**config.mk**
```make
export PLATFORM = sky130hd
export DESIGN_NAME = vga_ctrl
export DESIGN_NICKNAME = d
export VERILOG_FILES = /design/src/rtl/vga_pkg.sv /design/src/rtl/vga_timing_gen.sv /design/src/rtl/vga_ctrl.sv
export SDC_FILE = /design/constraint.sdc
export NUM_CORES = 1
export LEC_CHECK = 0
export ABC_CLOCK_PERIOD_IN_PS = 2700
export CORE_MARGIN = 2
export CORE_UTILIZATION = 63
export CTS_CLUSTER_DIAMETER = 200
export DETAILED_ROUTE_END_ITERATION = 7
export DONT_BUFFER_PORTS = 1
export HOLD_SLACK_MARGIN = 0.08
export PLACE_DENSITY = 0.84
export RECOVER_POWER = 25
export SYNTH_ARGS = -nofsm -noshare
export SYNTH_HDL_FRONTEND = slang
export SYNTH_HIERARCHICAL = 1
export SYNTH_SLANG_ARGS = --single-unit
```
**constraint.sdc**
```tcl
create_clock -name clock -period 2.7 [get_ports clock]
set_input_delay 0.54 -clock clock [delete_from_list [all_inputs] [get_ports clock]]
set_output_delay 0.54 -clock clock [all_outputs]
set_load 0.02 [all_outputs]
```
**src/rtl/vga_pkg.sv**
```systemverilog
// Shared timing defaults, colour types and helpers for the VGA scan-out path.
package vga_pkg;

  localparam int unsigned DEF_H_ACTIVE = 640;
  localparam int unsigned DEF_H_FRONT  = 16;
  localparam int unsigned DEF_H_SYNC   = 96;
  localparam int unsigned DEF_H_BACK   = 48;
  localparam int unsigned DEF_V_ACTIVE = 480;
  localparam int unsigned DEF_V_FRONT  = 10;
  localparam int unsigned DEF_V_SYNC   = 2;
  localparam int unsigned DEF_V_BACK   = 33;
  localparam int unsigned DEF_CNT_W    = 10;

  typedef struct packed {
    logic [7:0] r;
    logic [7:0] g;
    logic [7:0] b;
  } rgb888_t;

  localparam rgb888_t BAR_COLOURS [8] = '{
    '{8'hFF, 8'hFF, 8'hFF},
    '{8'hFF, 8'hFF, 8'h00},
    '{8'h00, 8'hFF, 8'hFF},
    '{8'h00, 8'hFF, 8'h00},
    '{8'hFF, 8'h00, 8'hFF},
    '{8'hFF, 8'h00, 8'h00},
    '{8'h00, 8'h00, 8'hFF},
    '{8'h00, 8'h00, 8'h00}
  };

  // Frame-buffer words are 0x00RRGGBB; the top byte carries nothing.
  function automatic rgb888_t pixel_to_rgb(input logic [31:0] pixel);
    return '{r: pixel[23:16], g: pixel[15:8], b: pixel[7:0]};
  endfunction

endpackage

```
**src/rtl/vga_timing_gen.sv**
```systemverilog
// Raster counters plus active flag and raw (active-high) sync windows.
module vga_timing_gen
  import vga_pkg::*;
#(
  parameter int unsigned H_ACTIVE = DEF_H_ACTIVE,
  parameter int unsigned H_FRONT  = DEF_H_FRONT,
  parameter int unsigned H_SYNC   = DEF_H_SYNC,
  parameter int unsigned H_BACK   = DEF_H_BACK,
  parameter int unsigned V_ACTIVE = DEF_V_ACTIVE,
  parameter int unsigned V_FRONT  = DEF_V_FRONT,
  parameter int unsigned V_SYNC   = DEF_V_SYNC,
  parameter int unsigned V_BACK   = DEF_V_BACK,
  parameter int unsigned CNT_W    = DEF_CNT_W
) (
  input  logic             clock,
  input  logic             reset,
  input  logic             pix_en,
  output logic [CNT_W-1:0] hc,
  output logic [CNT_W-1:0] vc,
  output logic             active,
  output logic             hsync_win,
  output logic             vsync_win,
  output logic             origin
);

  localparam int unsigned H_TOTAL = H_ACTIVE + H_FRONT + H_SYNC + H_BACK;
  localparam int unsigned V_TOTAL = V_ACTIVE + V_FRONT + V_SYNC + V_BACK;

  always_ff @(posedge clock) begin
    if (reset) begin
      hc <= '0;
      vc <= '0;
    end else if (pix_en) begin
      if (hc == CNT_W'(H_TOTAL - 1)) begin
        hc <= '0;
        if (vc == CNT_W'(V_TOTAL - 1)) vc <= '0;
        else                           vc <= vc + CNT_W'(1);
      end else begin
        hc <= hc + CNT_W'(1);
      end
    end
  end

  always_comb begin
    active    = (hc < CNT_W'(H_ACTIVE)) && (vc < CNT_W'(V_ACTIVE));
    hsync_win = (hc >= CNT_W'(H_ACTIVE + H_FRONT)) &&
                (hc <  CNT_W'(H_ACTIVE + H_FRONT + H_SYNC));
    vsync_win = (vc >= CNT_W'(V_ACTIVE + V_FRONT)) &&
                (vc <  CNT_W'(V_ACTIVE + V_FRONT + V_SYNC));
    origin    = (hc == '0) && (vc == '0);
  end

endmodule

```
**src/rtl/vga_ctrl.sv**
```systemverilog
// VGA scan-out: frame-buffer read port plus one registered output stage.
// Optional colour-bar generator enabled by VGA_CTRL_TEST_PATTERN_EN.
module vga_ctrl
  import vga_pkg::*;
#(
  parameter int unsigned H_ACTIVE = DEF_H_ACTIVE,
  parameter int unsigned H_FRONT  = DEF_H_FRONT,
  parameter int unsigned H_SYNC   = DEF_H_SYNC,
  parameter int unsigned H_BACK   = DEF_H_BACK,
  parameter int unsigned V_ACTIVE = DEF_V_ACTIVE,
  parameter int unsigned V_FRONT  = DEF_V_FRONT,
  parameter int unsigned V_SYNC   = DEF_V_SYNC,
  parameter int unsigned V_BACK   = DEF_V_BACK,
  parameter int unsigned CNT_W    = DEF_CNT_W
) (
  input  logic        clock,
  input  logic        reset,
  input  logic        pix_en,
  output logic [31:0] rx,
  output logic [31:0] ry,
  output logic        ren,
  input  logic [31:0] rdata,
  output logic        hsync,
  output logic        vsync,
  output logic        valid,
  output logic [7:0]  vga_r,
  output logic [7:0]  vga_g,
  output logic [7:0]  vga_b,
  output logic        frame_start
`ifdef VGA_CTRL_TEST_PATTERN_EN
  ,
  input  logic        pattern_sel
`endif
);

  logic [CNT_W-1:0] hc, vc;
  logic             active, hsync_win, vsync_win, origin;
  logic             use_fb;
  rgb888_t          next_rgb, rgb_q;

  vga_timing_gen #(
    .H_ACTIVE (H_ACTIVE),
    .H_FRONT  (H_FRONT),
    .H_SYNC   (H_SYNC),
    .H_BACK   (H_BACK),
    .V_ACTIVE (V_ACTIVE),
    .V_FRONT  (V_FRONT),
    .V_SYNC   (V_SYNC),
    .V_BACK   (V_BACK),
    .CNT_W    (CNT_W)
  ) u_timing (
    .clock     (clock),
    .reset     (reset),
    .pix_en    (pix_en),
    .hc        (hc),
    .vc        (vc),
    .active    (active),
    .hsync_win (hsync_win),
    .vsync_win (vsync_win),
    .origin    (origin)
  );

`ifdef VGA_CTRL_TEST_PATTERN_EN
  logic [2:0] bar_sel;

  always_comb begin
    bar_sel  = 3'(hc / CNT_W'(H_ACTIVE / 8));
    use_fb   = ~pattern_sel;
    next_rgb = pattern_sel ? BAR_COLOURS[bar_sel] : pixel_to_rgb(rdata);
  end
`else
  always_comb begin
    use_fb   = 1'b1;
    next_rgb = pixel_to_rgb(rdata);
  end
`endif

  always_comb begin
    ren = pix_en & active & use_fb;
    rx  = active ? 32'(hc) : '0;
    ry  = active ? 32'(vc) : '0;
  end

  // frame_start defaults low every clock so the pulse is one clock wide even when strobes are sparse.
  always_ff @(posedge clock) begin
    if (reset) begin
      hsync       <= 1'b1;
      vsync       <= 1'b1;
      valid       <= 1'b0;
      rgb_q       <= '0;
      frame_start <= 1'b0;
    end else begin
      frame_start <= 1'b0;
      if (pix_en) begin
        valid       <= active;
        rgb_q       <= active ? next_rgb : '0;
        hsync       <= ~hsync_win;
        vsync       <= ~vsync_win;
        frame_start <= origin;
      end
    end
  end

  assign vga_r = rgb_q.r;
  assign vga_g = rgb_q.g;
  assign vga_b = rgb_q.b;

endmodule

```
==> results of run 1 <==
[flip-flops by register name, summed over array words and instances, names as in the netlist]
register,cells
vga_r,8
u_timing/vc,10
vga_g,8
valid,1
hsync,1
vsync,1
vga_b,8
frame_start,1
u_timing/hc,10
[power by group through the flow]
| stage | clock network [W] | logic [W] | registers (W) |
|---|---|---|---|
| floorplan | 0 | 0.000177 | 0.000789 |
| global placement | 0 | 0.000112 | 0.000793 |
| detailed placement | 0 | 0.000114 | 0.000794 |
| CTS | 0.000541 | 0.000114 | 0.000778 |
| global route | 0.000564 | 0.000126 | 0.000781 |
| finish | 0.000527 | 0.000115 | 0.000777 |
[metrics by stage]
step	setup WS (ns)	total power, W	cell area (um2)
after detailed placement	0.660	0.000908	2440
final	0.364	0.00142	2550
after floorplan	0.770	0.000966	2830
after global routing	0.215	0.00147	2550
after CTS	0.329	0.00143	2550
after global placement	0.688	0.000905	2440
[path summary, 6_finish.rpt]
| kind | from | to | slack [ns] | cells after the start |
|---|---|---|---|---|
| min | reset | u_timing/vc[1] | 0.30 | 1 |
| max reg2reg | u_timing/hc[0] | u_timing/vc[8] | 0.63 | 5 |
| min reg2reg | u_timing/vc[8] | u_timing/vc[8] | 0.52 | 2 |
| max | u_timing/vc[5] | ry[6] | 0.36 | 4 |
[routing by layer]
layer	vias to the layer above	global-route usage, %	part of all wire, %
li1	956	-	-
met1	902	26.3	44
met2	78	30.2	47
met3	2	6.43	8.0
met4	0	6.54	0.35
met5	-	0	0
[cell type report]
cell class | count | area share, %
Tap cell | 50 | 2.45
Inverter | 5 | 0.736
Clock buffer | 5 | 2.70
Timing Repair Buffer | 3 | 0.883
Multi-Input combinational cell | 243 | 53.8
Clock inverter | 3 | 1.81
Sequential cell | 48 | 37.7
[cells by family after synthesis]
| kind of cell | after synthesis |
|---|---|
| AOI/OAI and AO/OA | 41 |
| xor gates and xnor gates | 12 |
| adders and majority gates | 4 |
| buffers and inverters | 66 |
| DFF | 48 |
| muxes | 2 |
| other | 1 |
| and+or+nand+nor | 140 |
[cell usage after synthesis, drive strengths merged, types with 4 or more instances]
library cell / instances / area share (%)
and2: 21 / 4.9
nand3: 34 / 6.4
or4: 4 / 1.1
nand2b: 25 / 5.9
buf: 59 / 17
nor2: 17 / 2.4
a21oi: 31 / 6.1
xor2: 6 / 2.0
dfxtp: 48 / 36
xnor2: 6 / 2.0
nor4: 5 / 1.2
ha: 4 / 1.9
inv: 5 / 0.70
nand2: 11 / 1.6
==> out/qor.yml, run 1 <==
critical_path.cell_chain: "nand4_1 > and3b_1 > buf_4 > and2_1"
synthCells: 314
route.detailed.drc: 0
grt_max_degree: 62
chipHeight_um: 69.0
async_flop_share_pct: 0
seqPwrFrac_pct: 54.8
core_area_mm2: 0.00403
dp_hpwl_um: 3350
p_leak_nw: 0.990
ctsResizeCount: 0
ir_worst_vdd_uv: 266
hold_viol: 0
yosys_most_used_dff: "dfxtp_1"
rows: 23
cpPeakStageDelay_ns: 0.41
timing.hold.ws_ns: 0.301
power_frac_comb_pct: 8.1
hold_class: "in -> reg"
period_needed_ns: 2.34
finalCritPeriodShare_pct: 86.5
post_cts_buffers: 0
stdcell_count: 357
initial_utilization_pct: 66.1
ys_ff_latch: 48
critical_path.slowest_cell: "and3b_1"
io_pins: 128
cp-start-kind: "register"
cts-root-buf: "clkbuf_8"
synthAdderAreaFrac_pct: 1.88
grt_antenna_before_repair: 0
synth-xor-area-share_pct: 3.95
netlist_area_mm2: 0.00266
drt_first_iter_violations: 74
die_w_um: 69.0
crit_type: "reg -> out"
setup_viol: 0
place_inst: 349
synth_mux_area_share_pct: 0.752
rsz0062_at_grt: "no"
final_cell_mix: "48 x dfxtp_1, 44 x conb_1, 34 x nand3_1"
clk_latency_ns: 0.30
routed_wl_um: 4810
cts_hold_buf: 0
worst-path-buf-inv: 1
gr-total-overflow: 0
pwr_density_cell_mw_per_mm2: 556
ys_types: 36
drv_cap: 0
vias_per_cell: 5.43
n_antenna_cell: 0
grt_usage_pct: 19.7
clk_pin_slew_ns: 0.09
synth_warnings: 6
area_growth_pct: -4.23
cp_top_family: "simple AND/OR/NAND/NOR gates"
multi_input_area_mm2: 0.00137
ys_seq_area_share_pct: 36.1
die_area_mm2: 0.00476
cts_buffers: 5
final.setup.tns_ns: 0
cts_buffer_depth: 2
clkPwrFrac_pct: 37.1
drt-wirelength-per-cell_um: 13.5
status: "finished clean"
crit_required_ns: 2.16
layout_commonest_cell: "dfxtp_1"
cp_max_fo: 14
cp.arrival_ns: 1.80
cts_max_level: 2
fmax_mhz: 428
grt_first_pass_wirelength_um: 7780
synth-compound-area-share_pct: 8.97
fillers: 375
intPower_w: 0.00104
dr.pass1.iters: 4
cts_tree: "built"
ant_nets: 0
cp-end-kind: "primary output"
nets: 345
power.share.switching_pct: 26.5
drv_slew: 0
routed-via-count: 1938
gp_congestion: 0.857
net-switching-power_w: 0.000376
first_global_vias: 1652
clock_sinks: 48
synth_simple_gate_area_share_pct: 29.7
regArea_um2: 961
synth-edff-count: 0
portBuffers: 0
syn_avg_cell_area_um2: 8.48
clock_skew_ns: 0.00989
utilization_pct: 63.3
synth_top_family_by_area: "simple AND/OR/NAND/NOR gates"
drive_above_1_share_pct: 5.54
Power figures use the tool's default switching activity.
==> inputs of run 2 (changes only) <==
==> constraint.sdc (replaced) <==
create_clock -name clock -period 2.7 [get_ports clock]
set_input_delay 0.54 -clock clock [delete_from_list [all_inputs] [get_ports clock]]
set_output_delay 0.54 -clock clock [all_outputs]
set_load 0.005 [all_outputs]
==> out/qor.yml, run 2 (synthesis gave the netlist of run 1 again) <==
crit_type: "reg -> out"
cts_hold_buf: 0
drv_slew: 0
p_leak_nw: 0.985
cts_buffers: 5
grt_max_degree: 62
pre_cts_ws_ns: 0.659
grt_antenna_before_repair: 0
setup_viol: 0
ctsResizeCount: 0
ir_worst_vdd_uv: 313
hold_viol: 0
cp-end-kind: "primary output"
rsz0062_at_grt: "no"
reg2reg_slack_ns: 0.61
worst-path-buf-inv: 1
clock_sinks: 48
cts-root-buf: "clkbuf_8"
hold_class: "in -> reg"
crit_required_ns: 2.16
power_w: 0.00133
cpPeakStageDelay_ns: 0.48
regToRegStartpoint: "u_timing/hc[0]"
cp-startpoint: "u_timing/vc[5]"
cp_max_fo: 24
critPathCapture: "ren"
pwr_density_cell_mw_per_mm2: 523
final_cell_mix: "48 x dfxtp_1, 44 x conb_1, 34 x nand3_1"
layout_setup_ws_ns: 0.556
cts_buffer_depth: 2
postPlaceCellArea_mm2: 0.00243
routed-via-count: 1921
portBuffers: 0
post-route-cell-area_mm2: 0.00254
critical_path.cell_chain: "nand4_1 > and3b_1 > buf_4 > and2_1"
finalCritPeriodShare_pct: 79.4
dp_hpwl_um: 3380
clk_latency_ns: 0.29
final.setup.tns_ns: 0
route.detailed.drc: 0
reg_top3: "u_timing/hc: 10 flops, u_timing/vc: 10 flops"
clk_pin_slew_ns: 0.09
period_needed_ns: 2.14
critical_path.slowest_cell: "dfxtp_1"
ant_nets: 0
io_pins: 128
initial_utilization_pct: 66.1
drive_above_1_share_pct: 5.23
cts_tree: "built"
grt_usage_pct: 19.4
clock_skew_ns: 0.00805
drt-wirelength-per-cell_um: 13.5
path_depth: 4
cp_top_family: "simple AND/OR/NAND/NOR gates"
gr-total-overflow: 0
place_inst: 348
n_antenna_cell: 0
regArea_um2: 961
routed_wl_um: 4820
fmax_mhz: 466
r2r_cells: 5
chipHeight_um: 69.0
cts_max_level: 2
status: "finished clean"
die_w_um: 69.0
rr_endpoint: "u_timing/vc[6]"
gp_congestion: 0.847
multi_input_area_mm2: 0.00137
grt_first_pass_wirelength_um: 7750
nets: 344
stdcell_count: 356
core_area_mm2: 0.00403
rows: 23
die_area_mm2: 0.00476
fillers: 359
drv_cap: 0
cp.arrival_ns: 1.60
post_cts_buffers: 0
first_global_vias: 1704
area_growth_pct: -4.65
cp-start-kind: "register"
dr.pass1.iters: 4
layout_commonest_cell: "dfxtp_1"
vias_per_cell: 5.40
drt_first_iter_violations: 88
-- run 2: worst min path at each step --
stage,start,end,slack [ns],cells after the start
final,reset,u_timing/vc[1],0.31,1
after global routing,reset,vga_r[2],0.28,1
after CTS,reset,vga_r[2],0.29,1
after detailed placement,vga_r[5],vga_r[5],0.47,2
after global placement,vga_b[2],vga_b[2],0.47,2
after floorplan,vga_b[0],vga_b[0],0.46,2
-- run 2: layout make-up --
class	count	share of cell area [%]
Inverter	5	0.739
Timing Repair Buffer	2	0.591
Multi-Input combinational cell	243	54.0
Clock buffer	5	2.71
Sequential cell	48	37.8
Clock inverter	3	1.67
Tap cell	50	2.46
-- run 2: per-stage QoR --
step                      hold WS, ns  utilization, %
after global placement          0.465            60.3
after detailed placement        0.470            60.3
after global routing            0.284            63.0
final                           0.307            63.0
after floorplan                 0.461               -
after CTS                       0.290            63.0
-- run 2: metal layers --
layer / up-vias / GRT usage, % / wire length (um)
li1: 951 / - / -
met1: 885 / 22.8 / 2100
met2: 81 / 33.1 / 2280
met3: 4 / 6.58 / 410
met4: 0 / 6.32 / 34
met5: - / 0 / 0
-- run 2: where the power goes --
group | total [W] | internal [W] | leakage [nW] | switching (W)
clock | 0.000505 | 0.000274 | 0.0541 | 0.000231
sequential | 0.000752 | 0.000733 | 0.392 | 0.0000197
combinational | 0.0000712 | 0.0000318 | 0.539 | 0.0000394
